==> config.mk <==
export PLATFORM = sky130hd
export DESIGN_NAME = kbd_scan_decoder
export DESIGN_NICKNAME = d
export VERILOG_FILES = /design/src/rtl/kbd_scan_decoder.sv
export SDC_FILE = /design/constraint.sdc
export NUM_CORES = 1
export LEC_CHECK = 0
export BUFFER_PORTS_ARGS = -buffer_cell sky130_fd_sc_hd__buf_4
export CORE_MARGIN = 4
export CORE_UTILIZATION = 50
export CTS_CLUSTER_SIZE = 40
export DETAILED_ROUTE_END_ITERATION = 8
export GPL_TIMING_DRIVEN = 0
export MAX_ROUTING_LAYER = met4
export PLACE_DENSITY = 0.68
export SETUP_SLACK_MARGIN = 0.1
export SLEW_MARGIN = 0
export SYNTH_ARGS = -nofsm -noshare
export SYNTH_HDL_FRONTEND = slang
export SYNTH_SLANG_ARGS = --single-unit
==> constraint.sdc <==
create_clock -name clk -period 3.4 [get_ports clk]
set_input_delay 0.17 -clock clk [delete_from_list [all_inputs] [get_ports clk]]
set_output_delay 0.17 -clock clk [all_outputs]
set_load 0.01 [all_outputs]
==> src/rtl/kbd_scan_decoder.sv <==
// PS/2 set-2 scan-code decoder: prefix FSM, shift/caps tracking, code translation and FWFT output FIFO.
// Caps-lock handling is compiled in only when KBD_CAPSLOCK_EN is defined.
module kbd_scan_decoder #(
  parameter int FIFO_DEPTH      = 16,
  parameter int REPEAT_SUPPRESS = 0
) (
  input  logic                        clk,
  input  logic                        reset,
  input  logic [7:0]                  scan_code,
  input  logic                        scan_valid,
  output logic [7:0]                  ascii_code,
  output logic                        ascii_valid,
  input  logic                        ascii_ready,
  output logic [$clog2(FIFO_DEPTH):0] fifo_count,
  output logic                        shift_state,
  output logic                        caps_state,
  output logic                        overflow,
  input  logic                        overflow_clr
);
  // state   | meaning
  // IDLE    | waiting for a make code or a prefix byte
  // EXT     | E0 seen, next byte is an extended make or F0
  // BRK     | F0 seen, next byte is the released key
  // EXT_BRK | E0 F0 seen, next byte is the released extended key
  typedef enum logic [1:0] {IDLE, EXT, BRK, EXT_BRK} state_t;

  localparam int AW = $clog2(FIFO_DEPTH);

  state_t      state, state_nxt;
  logic        shift_l, shift_r, caps;
  logic        shift_l_nxt, shift_r_nxt, caps_nxt;
  logic [8:0]  held, held_nxt;
  logic        do_make, do_brk, key_ext, emit;
  logic        is_ack, is_shift_code;
  logic [7:0]  xlated;
  logic        pipe_valid;
  logic [7:0]  pipe_data;

  logic [7:0]  mem [FIFO_DEPTH];
  logic [AW-1:0] wr_ptr, rd_ptr;
  logic [AW:0] count;
  logic        full, push, pop;

  function automatic logic [7:0] xlate(input logic [7:0] code, input logic shf, input logic cap);
    logic [7:0] lo;
    logic [7:0] hi;
    logic       letter;
    lo = 8'h00;
    hi = 8'h00;
    case (code)
      8'h1C: lo = "a";   8'h32: lo = "b";   8'h21: lo = "c";   8'h23: lo = "d";
      8'h24: lo = "e";   8'h2B: lo = "f";   8'h34: lo = "g";   8'h33: lo = "h";
      8'h43: lo = "i";   8'h3B: lo = "j";   8'h42: lo = "k";   8'h4B: lo = "l";
      8'h3A: lo = "m";   8'h31: lo = "n";   8'h44: lo = "o";   8'h4D: lo = "p";
      8'h15: lo = "q";   8'h2D: lo = "r";   8'h1B: lo = "s";   8'h2C: lo = "t";
      8'h3C: lo = "u";   8'h2A: lo = "v";   8'h1D: lo = "w";   8'h22: lo = "x";
      8'h35: lo = "y";   8'h1A: lo = "z";
      8'h45: begin lo = "0"; hi = ")"; end
      8'h16: begin lo = "1"; hi = "!"; end
      8'h1E: begin lo = "2"; hi = "@"; end
      8'h26: begin lo = "3"; hi = "#"; end
      8'h25: begin lo = "4"; hi = "$"; end
      8'h2E: begin lo = "5"; hi = "%"; end
      8'h36: begin lo = "6"; hi = "^"; end
      8'h3D: begin lo = "7"; hi = "&"; end
      8'h3E: begin lo = "8"; hi = "*"; end
      8'h46: begin lo = "9"; hi = "("; end
      8'h0E: begin lo = 8'h60; hi = 8'h7E; end
      8'h4E: begin lo = "-"; hi = "_"; end
      8'h55: begin lo = "="; hi = "+"; end
      8'h54: begin lo = "["; hi = "{"; end
      8'h5B: begin lo = "]"; hi = "}"; end
      8'h5D: begin lo = 8'h5C; hi = "|"; end
      8'h4C: begin lo = ";"; hi = ":"; end
      8'h52: begin lo = 8'h27; hi = 8'h22; end
      8'h41: begin lo = ","; hi = "<"; end
      8'h49: begin lo = "."; hi = ">"; end
      8'h4A: begin lo = "/"; hi = "?"; end
      8'h29: lo = 8'h20;  8'h5A: lo = 8'h0D;  8'h66: lo = 8'h08;  8'h0D: lo = 8'h09;
      8'h76: lo = 8'h1B;  8'h6C: lo = 8'h02;  8'h69: lo = 8'h03;  8'h75: lo = 8'h12;
      8'h72: lo = 8'h11;  8'h6B: lo = 8'h13;  8'h74: lo = 8'h14;  8'h7D: lo = 8'h01;
      8'h7A: lo = 8'h04;  8'h71: lo = 8'h18;
      default: lo = 8'h00;
    endcase
    letter = (lo >= "a") && (lo <= "z");
    if (letter)
      hi = lo - 8'h20;
    else if (hi == 8'h00)
      hi = lo;
    return (letter ? (shf ^ cap) : shf) ? hi : lo;
  endfunction

  assign is_ack        = scan_code inside {8'hE1, 8'hFA, 8'hAA, 8'hEE, 8'hFE};
  assign is_shift_code = (scan_code == 8'h12) || (scan_code == 8'h59);
  assign xlated        = xlate(scan_code, shift_l | shift_r, caps);

  always_comb begin
    state_nxt   = state;
    do_make     = 1'b0;
    do_brk      = 1'b0;
    key_ext     = 1'b0;
    emit        = 1'b0;
    shift_l_nxt = shift_l;
    shift_r_nxt = shift_r;
    caps_nxt    = caps;
    held_nxt    = held;
    if (scan_valid) begin
      case (state)
        IDLE: begin
          if (scan_code == 8'hE0)      state_nxt = EXT;
          else if (scan_code == 8'hF0) state_nxt = BRK;
          else if (!is_ack)            do_make = 1'b1;
        end
        EXT: begin
          if (scan_code == 8'hF0) state_nxt = EXT_BRK;
          else begin
            do_make   = 1'b1;
            key_ext   = 1'b1;
            state_nxt = IDLE;
          end
        end
        BRK: begin
          do_brk    = 1'b1;
          state_nxt = IDLE;
        end
        EXT_BRK: begin
          do_brk    = 1'b1;
          key_ext   = 1'b1;
          state_nxt = IDLE;
        end
        default: state_nxt = IDLE;
      endcase
    end
    // Extended 12/59 are the keyboard's fake shifts and never touch shift or held-key state.
    if (do_make) begin
      if (is_shift_code) begin
        if (!key_ext) begin
          if (scan_code == 8'h12) shift_l_nxt = 1'b1;
          else                    shift_r_nxt = 1'b1;
        end
      end else if (!((REPEAT_SUPPRESS != 0) && (held == {key_ext, scan_code}))) begin
        held_nxt = {key_ext, scan_code};
`ifdef KBD_CAPSLOCK_EN
        if (!key_ext && (scan_code == 8'h58)) caps_nxt = ~caps;
        else                                  emit = 1'b1;
`else
        emit = 1'b1;
`endif
      end
    end
    if (do_brk) begin
      if (is_shift_code) begin
        if (!key_ext) begin
          if (scan_code == 8'h12) shift_l_nxt = 1'b0;
          else                    shift_r_nxt = 1'b0;
        end
      end else if (held == {key_ext, scan_code}) begin
        held_nxt = 9'h000;
      end
    end
  end

  always_ff @(posedge clk or posedge reset) begin
    if (reset) begin
      state      <= IDLE;
      shift_l    <= 1'b0;
      shift_r    <= 1'b0;
      caps       <= 1'b0;
      held       <= 9'h000;
      pipe_valid <= 1'b0;
      pipe_data  <= 8'h00;
    end else begin
      state      <= state_nxt;
      shift_l    <= shift_l_nxt;
      shift_r    <= shift_r_nxt;
      caps       <= caps_nxt;
      held       <= held_nxt;
      pipe_valid <= emit && (xlated != 8'h00);
      pipe_data  <= xlated;
    end
  end

  assign full = (count == (AW+1)'(FIFO_DEPTH));
  assign pop  = ascii_valid && ascii_ready;
  assign push = pipe_valid && (!full || pop);

  always_ff @(posedge clk) begin
    if (push) mem[wr_ptr] <= pipe_data;
  end

  always_ff @(posedge clk or posedge reset) begin
    if (reset) begin
      wr_ptr   <= '0;
      rd_ptr   <= '0;
      count    <= '0;
      overflow <= 1'b0;
    end else begin
      if (push) wr_ptr <= wr_ptr + AW'(1);
      if (pop)  rd_ptr <= rd_ptr + AW'(1);
      case ({push, pop})
        2'b10:   count <= count + (AW+1)'(1);
        2'b01:   count <= count - (AW+1)'(1);
        default: count <= count;
      endcase
      if (pipe_valid && full && !pop) overflow <= 1'b1;
      else if (overflow_clr)          overflow <= 1'b0;
    end
  end

  assign ascii_valid = (count != '0);
  assign ascii_code  = ascii_valid ? mem[rd_ptr] : 8'h00;
  assign fifo_count  = count;
  assign shift_state = shift_l | shift_r;
  assign caps_state  = caps;

endmodule

After elaboration in Yosys (flattened, before gate mapping)
Memory sizes are Yosys's and may differ from the RTL's.
Cells that the tools add are included.
{"block": "word_totals", "ff_bits": 27, "ramBits": 128, "inputBits": 13, "output_inout_bits": 17, "wordCells": 157, "mem_count": 1}
{"name": "mem", "depth": 16, "width": 8, "read_ports": 1, "rd_clocked_by_memory_dff": 0, "write_ports": 1, "line_no": "39", "source": "logic [7:0] mem [FIFO_DEPTH];"}
{"block": "op_classes", "add_sub_neg": 5, "order_cmp": 2, "n_eq_ne": 77, "mux": 43, "n_bitwise": 1, "reduce_logical": 19}
{"cell": "$pmux W7 S61", "count": 1}
{"cell": "$eq A8 B7 Y1 const B", "count": 30}
{"cell": "$eq A8 B6 Y1 const B", "count": 23}
{"cell": "$pmux W7 S21", "count": 1}
{"cell": "$eq A8 B5 Y1 const B", "count": 8}
{"cell": "$eq A8 B8 Y1 const B", "count": 7}
{"cell": "$mux W8", "count": 4}
{"cell": "$mux W1", "count": 30}
{"cell": "$eq A8 B4 Y1 const B", "count": 2}
{"cell": "$pmux W5 S2", "count": 1}
{"cell": "$reduce_bool A5 Y1", "count": 2}
{"cell": "$add A4 B1 Y4 const B", "count": 2}
{"cell": "$ge A8 B7 Y1 const B", "count": 1}
{"cell": "$le A8 B7 Y1 const B", "count": 1}
{"cell": "$logic_not A8 Y1", "count": 1}
{"cell": "$reduce_bool A8 Y1", "count": 1}
{"cell": "$sub A8 B6 Y8 const B", "count": 1}
{"cell": "$eq A2 B2 Y1 const B", "count": 3}
{"cell": "$logic_and A1 B1 Y1", "count": 6}
{"cell": "$mux W2", "count": 3}
{"cell": "$pmux W2 S3", "count": 1}
{"cell": "$add A5 B1 Y5 const B", "count": 1}
{"cell": "$eq A5 B5 Y1 const B", "count": 1}
{"cell": "$sub A5 B1 Y5 const B", "count": 1}
{"cell": "10 further kinds", "count": 15}

Longest topological paths before layout
Gate-level depths: netlist (run 1).
{"block": "depth", "depth_word": 12, "mapped_depth": 14, "ltp_nobuf": 13}

Worst setup path before layout (run 1)
No wires, ideal clock.
{"block": "synth_timing", "kind": "flip-flop to flip-flop", "startpoint": "reg count[1] (netlist: fifo_count[1])", "endpoint": "reg count[4] (netlist: fifo_count[4])", "setup_time_ps": 128, "arrival_ps": 2578, "required_ps": 3272, "slack_ps": 695, "stages_incl_launch_ff": 15, "n_path_buf": 2, "period_less_slack_ps": 2705, "cell_sequence": "dfrtp_1 > nor4_1 > nor2b_1 > clkbuf_1 > nor2b_1 > clkbuf_1 > ha_1 > inv_1 > fa_1 > inv_1 > a21o_1 > a21oi_1 > xnor2_1 > nor2_1 > xor2_1"}
{"block": "synth_via", "elab_chain_len": 6, "word_cells_on_any_way": 12, "cone_classes": "add/sub: 2; eq/ne: 3; mux: 1; reduce/logical: 6"}
{"element": "start, declared", "line_no": "41", "source": "logic [AW:0] count;"}
{"element": "start signal, assigned", "line_no": "201", "source": "2'b10: count <= count + (AW+1)'(1);"}
{"element": "start signal, assigned", "line_no": "202", "source": "2'b01: count <= count - (AW+1)'(1);"}
{"element": "start signal, assigned", "line_no": "203", "source": "default: count <= count;"}
{"element": "$reduce_bool A5 Y1 *", "line_no": "210", "source": "assign ascii_valid = (count != '0);"}
{"element": "$logic_and A1 B1 Y1 *", "line_no": "184", "source": "assign pop = ascii_valid && ascii_ready;"}
{"element": "via pop", "line_no": "42", "source": "logic full, push, pop;"}
{"element": "$logic_or A1 B1 Y1", "line_no": "185", "source": "assign push = pipe_valid && (!full || pop);"}
{"element": "$logic_and A1 B1 Y1", "line_no": "185"}
{"element": "$eq A2 B1 Y1 or $eq A2 B2 Y1 (tied branches)", "line_no": "200", "source": "case ({push, pop})"}
{"element": "$pmux W5 S2 or $reduce_bool A2 Y1 (tied branches)"}
Mark *: on every way through the listed nets, which the timed path passes. The rest lies on a longest branch.
A chain may end at the register's enable or synchronous reset.

Worst setup path in the final report (run 1)
{"block": "layout_timing", "startpoint": "reg rd_ptr[1]", "endpoint": "out ascii_code[3]"}
{"block": "layout_via", "elab_chain_len": 2}
{"element": "start, declared", "line_no": "40", "source": "logic [AW-1:0] wr_ptr, rd_ptr;"}
{"element": "start signal, assigned", "line_no": "199", "source": "if (pop) rd_ptr <= rd_ptr + AW'(1);"}
{"element": "$mem_v2 Z16 W8"}
{"element": "$mux W8", "line_no": "211", "source": "assign ascii_code = ascii_valid ? mem[rd_ptr] : 8'h00;"}
{"element": "end, declared", "line_no": "11", "source": "output logic [7:0] ascii_code,"}
Every way passes these cells.

==> results of run 1 <==
==> layer usage <==
layer  global-route usage  wire length, um  up-vias  part of all wire
li1                     -                -     2416                 -
met1                0.348             9250     2801              0.43
met2                0.397            10400      230              0.49
met3               0.0330             1170       41             0.055
met4               0.0848              648        0             0.030
met5                    -                0        -                 0
==> report_power, final <==
| group | total, mW | switching (mW) | leakage, nW | internal [mW] |
|---|---|---|---|---|
| clock network | 1.83 | 0.792 | 0.280 | 1.04 |
| logic | 1.94 | 0.986 | 1.34 | 0.951 |
| registers | 2.31 | 0.112 | 1.52 | 2.19 |
==> final cells by class <==
type | instances | area share
multi-input cells | 375 | 0.344
inverters | 18 | 0.00749
plain buffers | 46 | 0.0288
repair buffers | 30 | 0.0255
well taps | 211 | 0.0292
clock buffers | 18 | 0.0475
clock inverters | 14 | 0.0168
flip-flops and latches | 155 | 0.501
==> metrics by stage <==
step | setup WS, ns | power [mW]
after CTS | 0.194 | 6.10
after detailed placement | 0.224 | 4.27
final | 0.266 | 6.07
after global routing | 0.146 | 6.36
after floorplan | 0.695 | 3.62
after global placement | 0.247 | 4.24
==> cells in the mapped netlist (all sizes together) (6+ instances only) <==
library cell	number	area [sq um]
nor2b	18	113
nor3	29	150
mux4	40	901
buf	30	198
nand2b	6	37.5
clkbuf	16	60.1
ha	10	125
and3	6	42.5
nand2	36	135
xor2	8	70.1
o21ai	26	130
nor2	40	150
nand3	12	70.1
o22ai	13	87.6
nor4	6	37.5
nor4b	7	80.1
a21oi	20	100
nand4	6	37.5
xnor2	8	70.1
edfxtp	128	3840
inv	17	63.8
dfrtp	27	676
==> worst max path at each step <==
stage          slack [ns]                        end  cells after the start                       from
6_report             0.27              ascii_code[3]                      6      rd_ptr[1]$_DFFE_PP0P_
5_1_grt              0.15              ascii_code[7]                      6      rd_ptr[1]$_DFFE_PP0P_
4_1_cts              0.19  fifo_count[4]$_DFFE_PP0P_                     14  fifo_count[1]$_DFFE_PP0P_
3_5_place_dp         0.22  fifo_count[4]$_DFFE_PP0P_                     14  fifo_count[1]$_DFFE_PP0P_
3_3_place_gp         0.25  fifo_count[4]$_DFFE_PP0P_                     14  fifo_count[1]$_DFFE_PP0P_
2_1_floorplan        0.69  fifo_count[4]$_DFFE_PP0P_                     14  fifo_count[1]$_DFFE_PP0P_
==> flip-flops by register name, indices dropped and copies added, names as in the netlist <==
register	cells
pipe_valid	1
fifo_count	5
state	2
pipe_data	8
shift_l	1
overflow	1
wr_ptr	4
rd_ptr	4
mem	128
shift_r	1
==> worst reg2reg max path, cell delays in order, from the launching register on <==
cell and delay (ns):
dfrtp_1 0.43, nor4_2 0.35, nor2b_1 0.17, clkbuf_2 0.27, nor2b_1 0.08, clkbuf_1 0.16, ha_1 0.26, inv_1 0.13
fa_1 0.21, inv_1 0.05, a21o_1 0.16, a21oi_1 0.16, xnor2_1 0.14, nor2_1 0.07, xor2_1 0.15
==> cell families (layout without fill, tap and decap cells) <==
kind of cell | after synthesis | in the layout
compound gates | 97 | 97
xor+xnor | 16 | 16
fa+ha+maj | 12 | 12
buf+inv | 64 | 126
flops | 155 | 155
mux | 47 | 47
other cells | 1 | 1
simple gates | 202 | 202
==> timing repair <==
item | CTS | global route
hold endpoints to repair | 3 | 0
buffers inserted | 0 | 0
gates resized for setup | 1 | 3
hold buffers | 2 | 0
setup endpoints to repair | 5 | 2
==> metrics.md, run 1 <==
| Metric | Value |
|---|---|
| Post-synthesis mux area share | 0.123 |
| Vias per inst | 6.33 |
| CP max stage cell | clkbuf_1 |
| Layout cells sized above 1 | 0.224 |
| Slew Viols, Final | 0 |
| Via count | 5488 |
| Pwr per Cell Area | 673 nW/um^2 |
| Vias in the first global route | 5424 |
| Routability cong. | 0.968 |
| PortBufs | 28 |
| Cts bufs inserted | 17 |
| Routed WL | 21500 um |
| Hold_ws | -0.00614 ns |
| Worst path arrival time | 2.96 ns |
| Outcome | complete, but fails checks |
| Period minus WS final | 3.13 ns |
| Pre-antenna DRT Iters | 5 |
| Critical Path Sink Type | output port |
| Worst path required time | 3.23 ns |
| Fin util | 0.587 |
| FFs w/ async S/R, synth | 0.174 |
| CORE AREA | 15400 sq um |
| Synth Area in Compound Gates | 0.0840 |
| Worst path cell trace | clkbuf_1, clkbuf_1, mux4_2, mux4_2, nor2b_1, buf_4 |
| Reg2Reg Depth | 14 |
| Number of nets with antenna violations after routing | 0 |
| Drt first-iter violations | 578 |
| Layout fillers | 1215 |
| Worst Skew | 0.00862 ns |
| Placed Area | 8420 sq um |
| Startpoint types | flop |
| Hold WC Path Type | in -> async |
| CTS tree | yes |
| Critical path's top delay family | buffers and inverters |
| Tcrit/Tclk final | 0.922 |
| Syn Nets | 618 |
| Synth Area in XOR/XNOR | 0.0176 |
| Clk root buf | clkbuf_16 |
| P_leak | 3.14 nW |
| Final Hold Vio Count | 16 |
| Critical path class | reg -> out |
| Largest family of logic cells by synthesized area | simple AND/OR/NAND/NOR gates |
| Antenna violations before repair | 0 |
| Number of max-cap violations | 0 |
| Die area | 18000 sq um |
| FMAX | 0.319 GHz |
| Ports | 30 |
| Mapped Avg Cell Area | 13.4 sq um |
| DRC | 0 |
| Gate Count Post-Synth | 594 |
| Flops & latches, synth | 155 |
| Die extent in x | 134 um |
| Final net count | 667 |
| Setup slack, reg-to-reg | 0.50 ns |
| Antenna cells | 0 |
| Setup violations, final | 0 |
| Worst vdd ir | 0.339 mV |
| Failing checks | hold timing |
| Area of the multi-input gates | 3100 sq um |
| YS warnings | 0 |
| Simple-gate share of the synthesized area | 0.146 |
| Clock Latency Late Sink | 0.41 ns |
| First-pass GRT wire length | 33100 um |
| Rows | 45 |
| FF-to-FF End | fifo_count[4]$_DFFE_PP0P_ |
| Clock Sink Count | 155 |
| Dpl cells | 833 |
| CP max stage delay | 0.54 ns |
| Worst-path clk slew | 0.06 ns |
| Yosys cell types | 76 |
| Setup TNS | 0 ns |
| Commonest non-fill, non-tap cell in the layout | edfxtp_1 |
| Largest net degree at the start of global routing | 28 |
| Die height | 134 um |
| Reg area | 4520 sq um |
| Overflow left after global routing | 0 |
| Unrepaired setup endpoints after global routing | false |
| Final instance area | 9030 sq um |
| Most frequent cells in the layout | edfxtp_1, nor2_1, mux4_2, buf_4, nand2_1 |
| Worst r2r src | fifo_count[1]$_DFFE_PP0P_ |
| Non-Filler Instances | 867 |
| WP buf/inv | 3 |
| Slew @ Worst Pin | 1.36 ns |
| Synth Flop Type | edfxtp_1 |
| CP max FO | 10 |
| Avg WL per Cell | 24.8 um |
| Area share of fa/ha/maj cells after synthesis | 0.0195 |
| Largest buffer count on any clock path | 2 |
| Initial Util | 0.517 |
| Area growth from synthesis to layout | 13.6% |
| HPWL Detailed | 15300 um |
| Gr usage total | 0.253 |
| Worst relative slew slack | 0.0845 |
| CTS H-Tree Depth | 4 |
| Post-Syn Area | 7940 sq um |
| Sequential area share after synthesis | 0.569 |
| Post-synth EDFFs | 128 |
(Power assumes the default switching activity.)
==> run 2, diff against run 1 <==
--- a/config.mk
+++ b/config.mk
@@ -6,8 +6,10 @@
 export NUM_CORES = 1
 export LEC_CHECK = 0
 export BUFFER_PORTS_ARGS = -buffer_cell sky130_fd_sc_hd__buf_4
+export CORE_ASPECT_RATIO = 0.75
 export CORE_MARGIN = 4
 export CORE_UTILIZATION = 50
+export CTS_BUF_LIST = sky130_fd_sc_hd__clkbuf_16
 export CTS_CLUSTER_SIZE = 40
 export DETAILED_ROUTE_END_ITERATION = 8
 export GPL_TIMING_DRIVEN = 0
==> run 2 against run 1 <==
Effect of this change: the flow now finishes without violations; combinational power hardly changed; core utilization about the same; global-route usage grew 1.4 points; critical path type unchanged; sequential share of layout area fell by 0.15 points; largest power group unchanged; clock power up 7%; first-iteration DRC count is 24% higher.
==> metrics.md, run 2 (synthesis gave the netlist of run 1 again) <==
| Metric | Value |
|---|---|
| DRC | 0 (unchanged) |
| Number of nets with antenna violations after routing | 0 (unchanged) |
| P_leak | 3.15 nW (was 3.14 nW) |
| Dpl cells | 827 (was 833) |
| Routability cong. | 1.01 (was 0.968) |
| Antenna cells | 0 (unchanged) |
| CP max FO | 10 (unchanged) |
| Outcome | completed (was complete, but fails checks) |
| Die height | 117 um (was 134 um) |
| CTS tree | yes (unchanged) |
| CP max stage delay | 0.63 ns (was 0.54 ns) |
| Antenna violations before repair | 2 (was 0) |
| Setup violations, final | 0 (unchanged) |
| Die extent in x | 154 um (was 134 um) |
| Worst-path clk slew | 0.06 ns (about the same) |
| Most frequent cells in the layout | edfxtp_1, nor2_1, mux4_2, buf_4, nand2_1 (unchanged) |
| Clk root buf | clkbuf_16 (unchanged) |
| CP max stage cell | clkbuf_1 (unchanged) |
| Largest buffer count on any clock path | 2 (unchanged) |
| PortBufs | 28 (unchanged) |
| Commonest non-fill, non-tap cell in the layout | edfxtp_1 (unchanged) |
| Setup ws final | 0.188 ns (was 0.266 ns) |
| Avg WL per Cell | 25.9 um (was 24.8 um) |
| Final Hold Vio Count | 0 (was 16) |
| Final net count | 667 (unchanged) |
| Layout fillers | 1262 (was 1215) |
| Initial Util | 0.515 (was 0.517) |
| Startpoint types | flop (unchanged) |
| Critical path's top delay family | buffers and inverters (unchanged) |
| FMAX | 0.311 GHz (was 0.319 GHz) |
| Largest net degree at the start of global routing | 28 (unchanged) |
| Critical Path Sink Type | output port (unchanged) |
| Setup slack, reg-to-reg | 0.46 ns (was 0.50 ns) |
| CTS H-Tree Depth | 4 (unchanged) |
| Via count | 5537 (was 5488) |
| Fin util | 0.587 (about the same) |
| Worst path required time | 3.23 ns (about the same) |
| Area growth from synthesis to layout | 14.0% (was 13.6%) |
| Non-Filler Instances | 861 (was 867) |
| Pre-antenna DRT Iters | 5 (unchanged) |
| First-pass GRT wire length | 33900 um (was 33100 um) |
| CORE AREA | 15400 sq um (about the same) |
| Unrepaired setup endpoints after global routing | false (unchanged) |
| Reg2Reg Depth | 14 (unchanged) |
| Die area | 18000 sq um (about the same) |
| Setup crit start | rd_ptr[1]$_DFFE_PP0P_ (unchanged) |
| Largest Register | mem (unchanged) |
| Total power | 6.22 mW (was 6.07 mW) |
| Slew @ Worst Pin | 1.31 ns (was 1.36 ns) |
| Tcrit/Tclk final | 0.945 (was 0.922) |
| Period minus WS final | 3.21 ns (was 3.13 ns) |
| Number of max-cap violations | 0 (unchanged) |
| Cts bufs inserted | 17 (unchanged) |
| Worst path cell trace | clkbuf_1, clkbuf_1, mux4_2, mux4_2, nor2b_1, buf_4 (unchanged) |
| Hold_ws | 0.0389 ns (was -0.00614 ns) |
| Hold WC Path Type | in -> async (unchanged) |
| Max FFs per register | 128 (unchanged) |
| HPWL Detailed | 16400 um (was 15300 um) |
| WP buf/inv | 3 (unchanged) |
| Final instance area | 9050 sq um (was 9030 sq um) |
| Clock Latency Late Sink | 0.42 ns (was 0.41 ns) |
| Worst r2r src | fifo_count[1]$_DFFE_PP0P_ (unchanged) |
| FF-to-FF End | fifo_count[4]$_DFFE_PP0P_ (unchanged) |
| Layout cells sized above 1 | 0.223 (was 0.224) |
| Pre-CTS setup slack | 0.255 ns (was 0.224 ns) |
| Critical path class | reg -> out (unchanged) |
| Gr usage total | 0.267 (was 0.253) |
| Drt first-iter violations | 718 (was 578) |
| Ports | 30 (unchanged) |
| Vias in the first global route | 5328 (was 5424) |
| Worst path arrival time | 3.04 ns (was 2.96 ns) |
| Worst relative slew slack | 0.118 (was 0.0845) |
| Worst vdd ir | 0.408 mV (was 0.339 mV) |
| Clock Sink Count | 155 (unchanged) |
| Setup TNS | 0 ns (unchanged) |
| Routed WL | 22300 um (was 21500 um) |
| Vias per inst | 6.43 (was 6.33) |
| Worst Skew | 0.0100 ns (was 0.00862 ns) |
| Pwr per Cell Area | 688 nW/um^2 (was 673 nW/um^2) |
| Overflow left after global routing | 0 (unchanged) |
| Placed Area | 8410 sq um (was 8420 sq um) |
| Slew Viols, Final | 0 (unchanged) |
| Rows | 39 (was 45) |
-- run 2: changes by cell type in the layout (fill, tap and decap cells not counted), sizes merged --
cell,before,now
clkinvlp,2,3
bufinv,1,3
buf,58,56
inv,25,23
clkbuf,34,35
-- run 2: area by class of cell --
type / count / area (sq um) / share of cell area
flip-flops and latches: 155 / 4520 / 0.499
multi-input cells: 375 / 3100 / 0.342
clock buffers: 17 / 425 / 0.0470
plain buffers: 46 / 268 / 0.0296
well taps: 205 / 256 / 0.0283
repair buffers: 30 / 230 / 0.0254
clock inverters: 15 / 188 / 0.0207
inverters: 18 / 67.6 / 0.00746
-- run 2: layer usage --
| metal | GRT usage | wire length, um | vias up |
|---|---|---|---|
| li1 | - | - | 2407 |
| met1 | 0.417 | 10500 | 2783 |
| met2 | 0.347 | 9020 | 331 |
| met3 | 0.0779 | 2600 | 16 |
| met4 | 0.0506 | 186 | 0 |
| met5 | - | 0 | - |
-- run 2: worst max-delay path by stage --
stage	to	slack, ns	depth (start not counted)
floorplan	fifo_count[4]$_DFFE_PP0P_	0.69	14
global placement	fifo_count[4]$_DFFE_PP0P_	0.34	14
detailed placement	fifo_count[4]$_DFFE_PP0P_	0.26	14
CTS	ascii_code[2]	0.11	6
global route	ascii_code[2]	0.11	6
finish	ascii_code[0]	0.19	6
-- run 2: repair_timing --
action                                  CTS  global route
hold endpoints to repair                  3             0
hold buffers                              2             0
buffers inserted                          0             0
resized for setup                         1             6
endpoints found under the setup margin    2             9
-- run 2: report_power, final --
part	leakage, nW	switching [mW]	total (mW)	internal [mW]
Sequential	1.52	0.108	2.30	2.19
Clock	0.292	0.784	1.95	1.17
Combinational	1.34	1.01	1.97	0.959
Total	3.15	1.90	6.22	4.32
-- run 2: worst reg2reg max path, cell delays in order (launching register included) --
cell	delay (ns)
dfrtp_1	0.42
nor4_1	0.35
nand3b_1	0.14
and2_1	0.17
clkbuf_1	0.24
inv_1	0.12
ha_1	0.23
inv_1	0.10
fa_1	0.41
inv_1	0.07
a21o_1	0.11
a21oi_1	0.07
xnor2_1	0.16
nor2_1	0.07
xor2_1	0.15
==> run 3, diff against run 2 <==
--- a/config.mk
+++ b/config.mk
@@ -8,13 +8,13 @@
 export BUFFER_PORTS_ARGS = -buffer_cell sky130_fd_sc_hd__buf_4
 export CORE_ASPECT_RATIO = 0.75
 export CORE_MARGIN = 4
-export CORE_UTILIZATION = 50
+export CORE_UTILIZATION = 55
 export CTS_BUF_LIST = sky130_fd_sc_hd__clkbuf_16
 export CTS_CLUSTER_SIZE = 40
 export DETAILED_ROUTE_END_ITERATION = 8
 export GPL_TIMING_DRIVEN = 0
 export MAX_ROUTING_LAYER = met4
-export PLACE_DENSITY = 0.68
+export PLACE_DENSITY = 0.73
 export SETUP_SLACK_MARGIN = 0.1
 export SLEW_MARGIN = 0
 export SYNTH_ARGS = -nofsm -noshare
==> run 3 against run 2 <==
Effect of this change: largest power group unchanged; fmax grew 0.25%; highest routed layer unchanged; global-route usage grew 3.0 points; critical path depth is the same; critical endpoint is now ascii_code[1].
==> metrics.md, run 3 (synthesis gave the netlist of run 1 again) <==
| Metric | Value |
|---|---|
| Outcome | completed (unchanged) |
| Die extent in x | 147 um (was 154 um) |
| Overflow left after global routing | 0 (unchanged) |
| CP max stage cell | clkbuf_1 (unchanged) |
| Die area | 16400 sq um (was 18000 sq um) |
| Cts bufs inserted | 17 (unchanged) |
| Area growth from synthesis to layout | 13.5% (was 14.0%) |
| Hold WC Path Type | in -> async (unchanged) |
| DRC | 0 (unchanged) |
| Worst path required time | 3.23 ns (about the same) |
| CP max FO | 10 (unchanged) |
| Drt first-iter violations | 776 (was 718) |
| Hold_ws | 0.0272 ns (was 0.0389 ns) |
| Ports | 30 (unchanged) |
| Vias per inst | 6.64 (was 6.43) |
| Largest buffer count on any clock path | 2 (unchanged) |
| Largest net degree at the start of global routing | 28 (unchanged) |
| Startpoint types | flop (unchanged) |
| Worst vdd ir | 0.377 mV (was 0.408 mV) |
| Largest Register | mem (unchanged) |
| Vias in the first global route | 5555 (was 5328) |
| Worst relative slew slack | 0.144 (was 0.118) |
| PortBufs | 28 (unchanged) |
| Worst path cell trace | clkbuf_1, clkbuf_1, mux4_2, mux4_2, nor2b_1, buf_4 (unchanged) |
| Slew Viols, Final | 0 (unchanged) |
| Setup TNS | 0 ns (unchanged) |
| M1 GR Usage | 0.441 (was 0.417) |
| Pwr per Cell Area | 685 nW/um^2 (was 688 nW/um^2) |
| GR peak layer | met1 (unchanged) |
| Worst path arrival time | 3.03 ns (was 3.04 ns) |
| Unrepaired setup endpoints after global routing | false (unchanged) |
| Final Hold Vio Count | 0 (unchanged) |
| Rows | 37 (was 39) |
| Tcrit/Tclk final | 0.942 (was 0.945) |
| Gr usage total | 0.297 (was 0.267) |
| Worst-path clk slew | 0.07 ns (was 0.06 ns) |
| Final net count | 668 (was 667) |
| Antenna violations before repair | 0 (was 2) |
| First-pass GRT wire length | 34800 um (was 33900 um) |
| Antenna cells | 0 (unchanged) |
| Number of nets with antenna violations after routing | 0 (unchanged) |
| Clock Latency Late Sink | 0.42 ns (about the same) |
| Placed Area | 8400 sq um (was 8410 sq um) |
| CTS H-Tree Depth | 4 (unchanged) |
| Critical path class | reg -> out (unchanged) |
| Max FFs per register | 128 (unchanged) |
| Via count | 5659 (was 5537) |
| Clk root buf | clkbuf_16 (unchanged) |
| GRT met3 Usage | 0.0936 (was 0.0779) |
| Number of max-cap violations | 0 (unchanged) |
| Routability cong. | 1.01 (about the same) |
| Avg WL per Cell | 27.0 um (was 25.9 um) |
| Commonest non-fill, non-tap cell in the layout | edfxtp_1 (unchanged) |
| Clock Sink Count | 155 (unchanged) |
| Total power | 6.17 mW (was 6.22 mW) |
| CP max stage delay | 0.61 ns (was 0.63 ns) |
| Die height | 112 um (was 117 um) |
| CTS tree | yes (unchanged) |
| Most frequent cells in the layout | edfxtp_1, buf_4, nor2_1, mux4_2, nand2_1 (was edfxtp_1, nor2_1, mux4_2, buf_4, nand2_1) |
| CORE AREA | 13900 sq um (was 15400 sq um) |
| GR Util met2 | 0.407 (was 0.347) |
| P_leak | 3.15 nW (about the same) |
| HPWL Detailed | 16400 um (about the same) |
| FMAX | 0.312 GHz (was 0.311 GHz) |
| Pre-antenna DRT Iters | 6 (was 5) |
| Slew @ Worst Pin | 1.27 ns (was 1.31 ns) |
| Setup violations, final | 0 (unchanged) |
| Layout cells sized above 1 | 0.227 (was 0.223) |
| Critical Path Sink Type | output port (unchanged) |
| Reg2Reg Depth | 14 (unchanged) |
| Routed WL | 23000 um (was 22300 um) |
| Final instance area | 9010 sq um (was 9050 sq um) |
| Postcts setup bufs | 0 (unchanged) |
| Period minus WS final | 3.20 ns (was 3.21 ns) |
| Initial Util | 0.570 (was 0.515) |
| Worst Skew | 0.0102 ns (was 0.0100 ns) |
[run 3: changes by cell type in the layout (fill, tap and decap cells not counted), sizes merged]
cell,change
bufinv,-3
clkinv,+1
buf,+2
clkbuf,-1
inv,+3
clkinvlp,-1
[run 3: per-layer routing]
layer / vias up / part of all wire / routed length, um
li1: 2421 / - / -
met1: 2863 / 0.43 / 9880
met2: 347 / 0.43 / 9920
met3: 28 / 0.13 / 2880
met4: 0 / 0.013 / 291
met5: - / 0 / 0
[run 3: what timing repair did]
item                                    4_1_cts  5_1_grt
resized for setup                             3        6
hold endpoints to repair                      3        0
pin swaps                                     0        0
endpoints found under the setup margin        2        7
hold buffers                                  2        0
[run 3: final timing paths]
path,startpoint,to,slack (ns)
worst max-delay path,rd_ptr[1]$_DFFE_PP0P_,ascii_code[1],0.20
worst max register to register,fifo_count[0]$_DFFE_PP0P_,fifo_count[4]$_DFFE_PP0P_,0.44
worst min-delay path,reset,state[0]$_DFFE_PP0P_,0.03
min in group clk,ascii_ready,overflow$_DFFE_PP0P_,0.06
worst min register to register,pipe_valid$_DFF_PP0_,overflow$_DFFE_PP0P_,0.53
max in group asynchronous,reset,pipe_data[0]$_DFF_PP0_,2.71
[run 3: per-stage QoR]
step           worst slack [ns]  instances  utilization
2_1_floorplan             0.695        594            -
3_3_place_gp              0.330        817        0.603
3_5_place_dp              0.205        817        0.603
4_1_cts                   0.164        851        0.646
5_1_grt                   0.109        852        0.647
6_report                  0.196        852        0.647
[run 3: final cells by class]
cell class                 instances  area [sq um]
fill                             999          4920
buffer                            46           269
tap                              195           244
inverter                          18          67.6
sequential                       155          4520
clock inverter                    15           150
clock buffer                      17           425
multi-input combinational        375          3100
timing repair buffer              31           238
[run 3: power by group]
part / total, mW / switching (mW) / internal [mW] / leakage (nW)
clock: 1.84 / 0.858 / 0.977 / 0.278
combinational: 2.03 / 1.07 / 0.966 / 1.35
sequential: 2.31 / 0.115 / 2.19 / 1.52
[run 3: critical path, delay by kind of cell (launching register included)]
kind	cells	cell delay, ns
flops	1	0.35
simple gates	1	0.17
buf+inv	3	1.11
mux	2	0.99
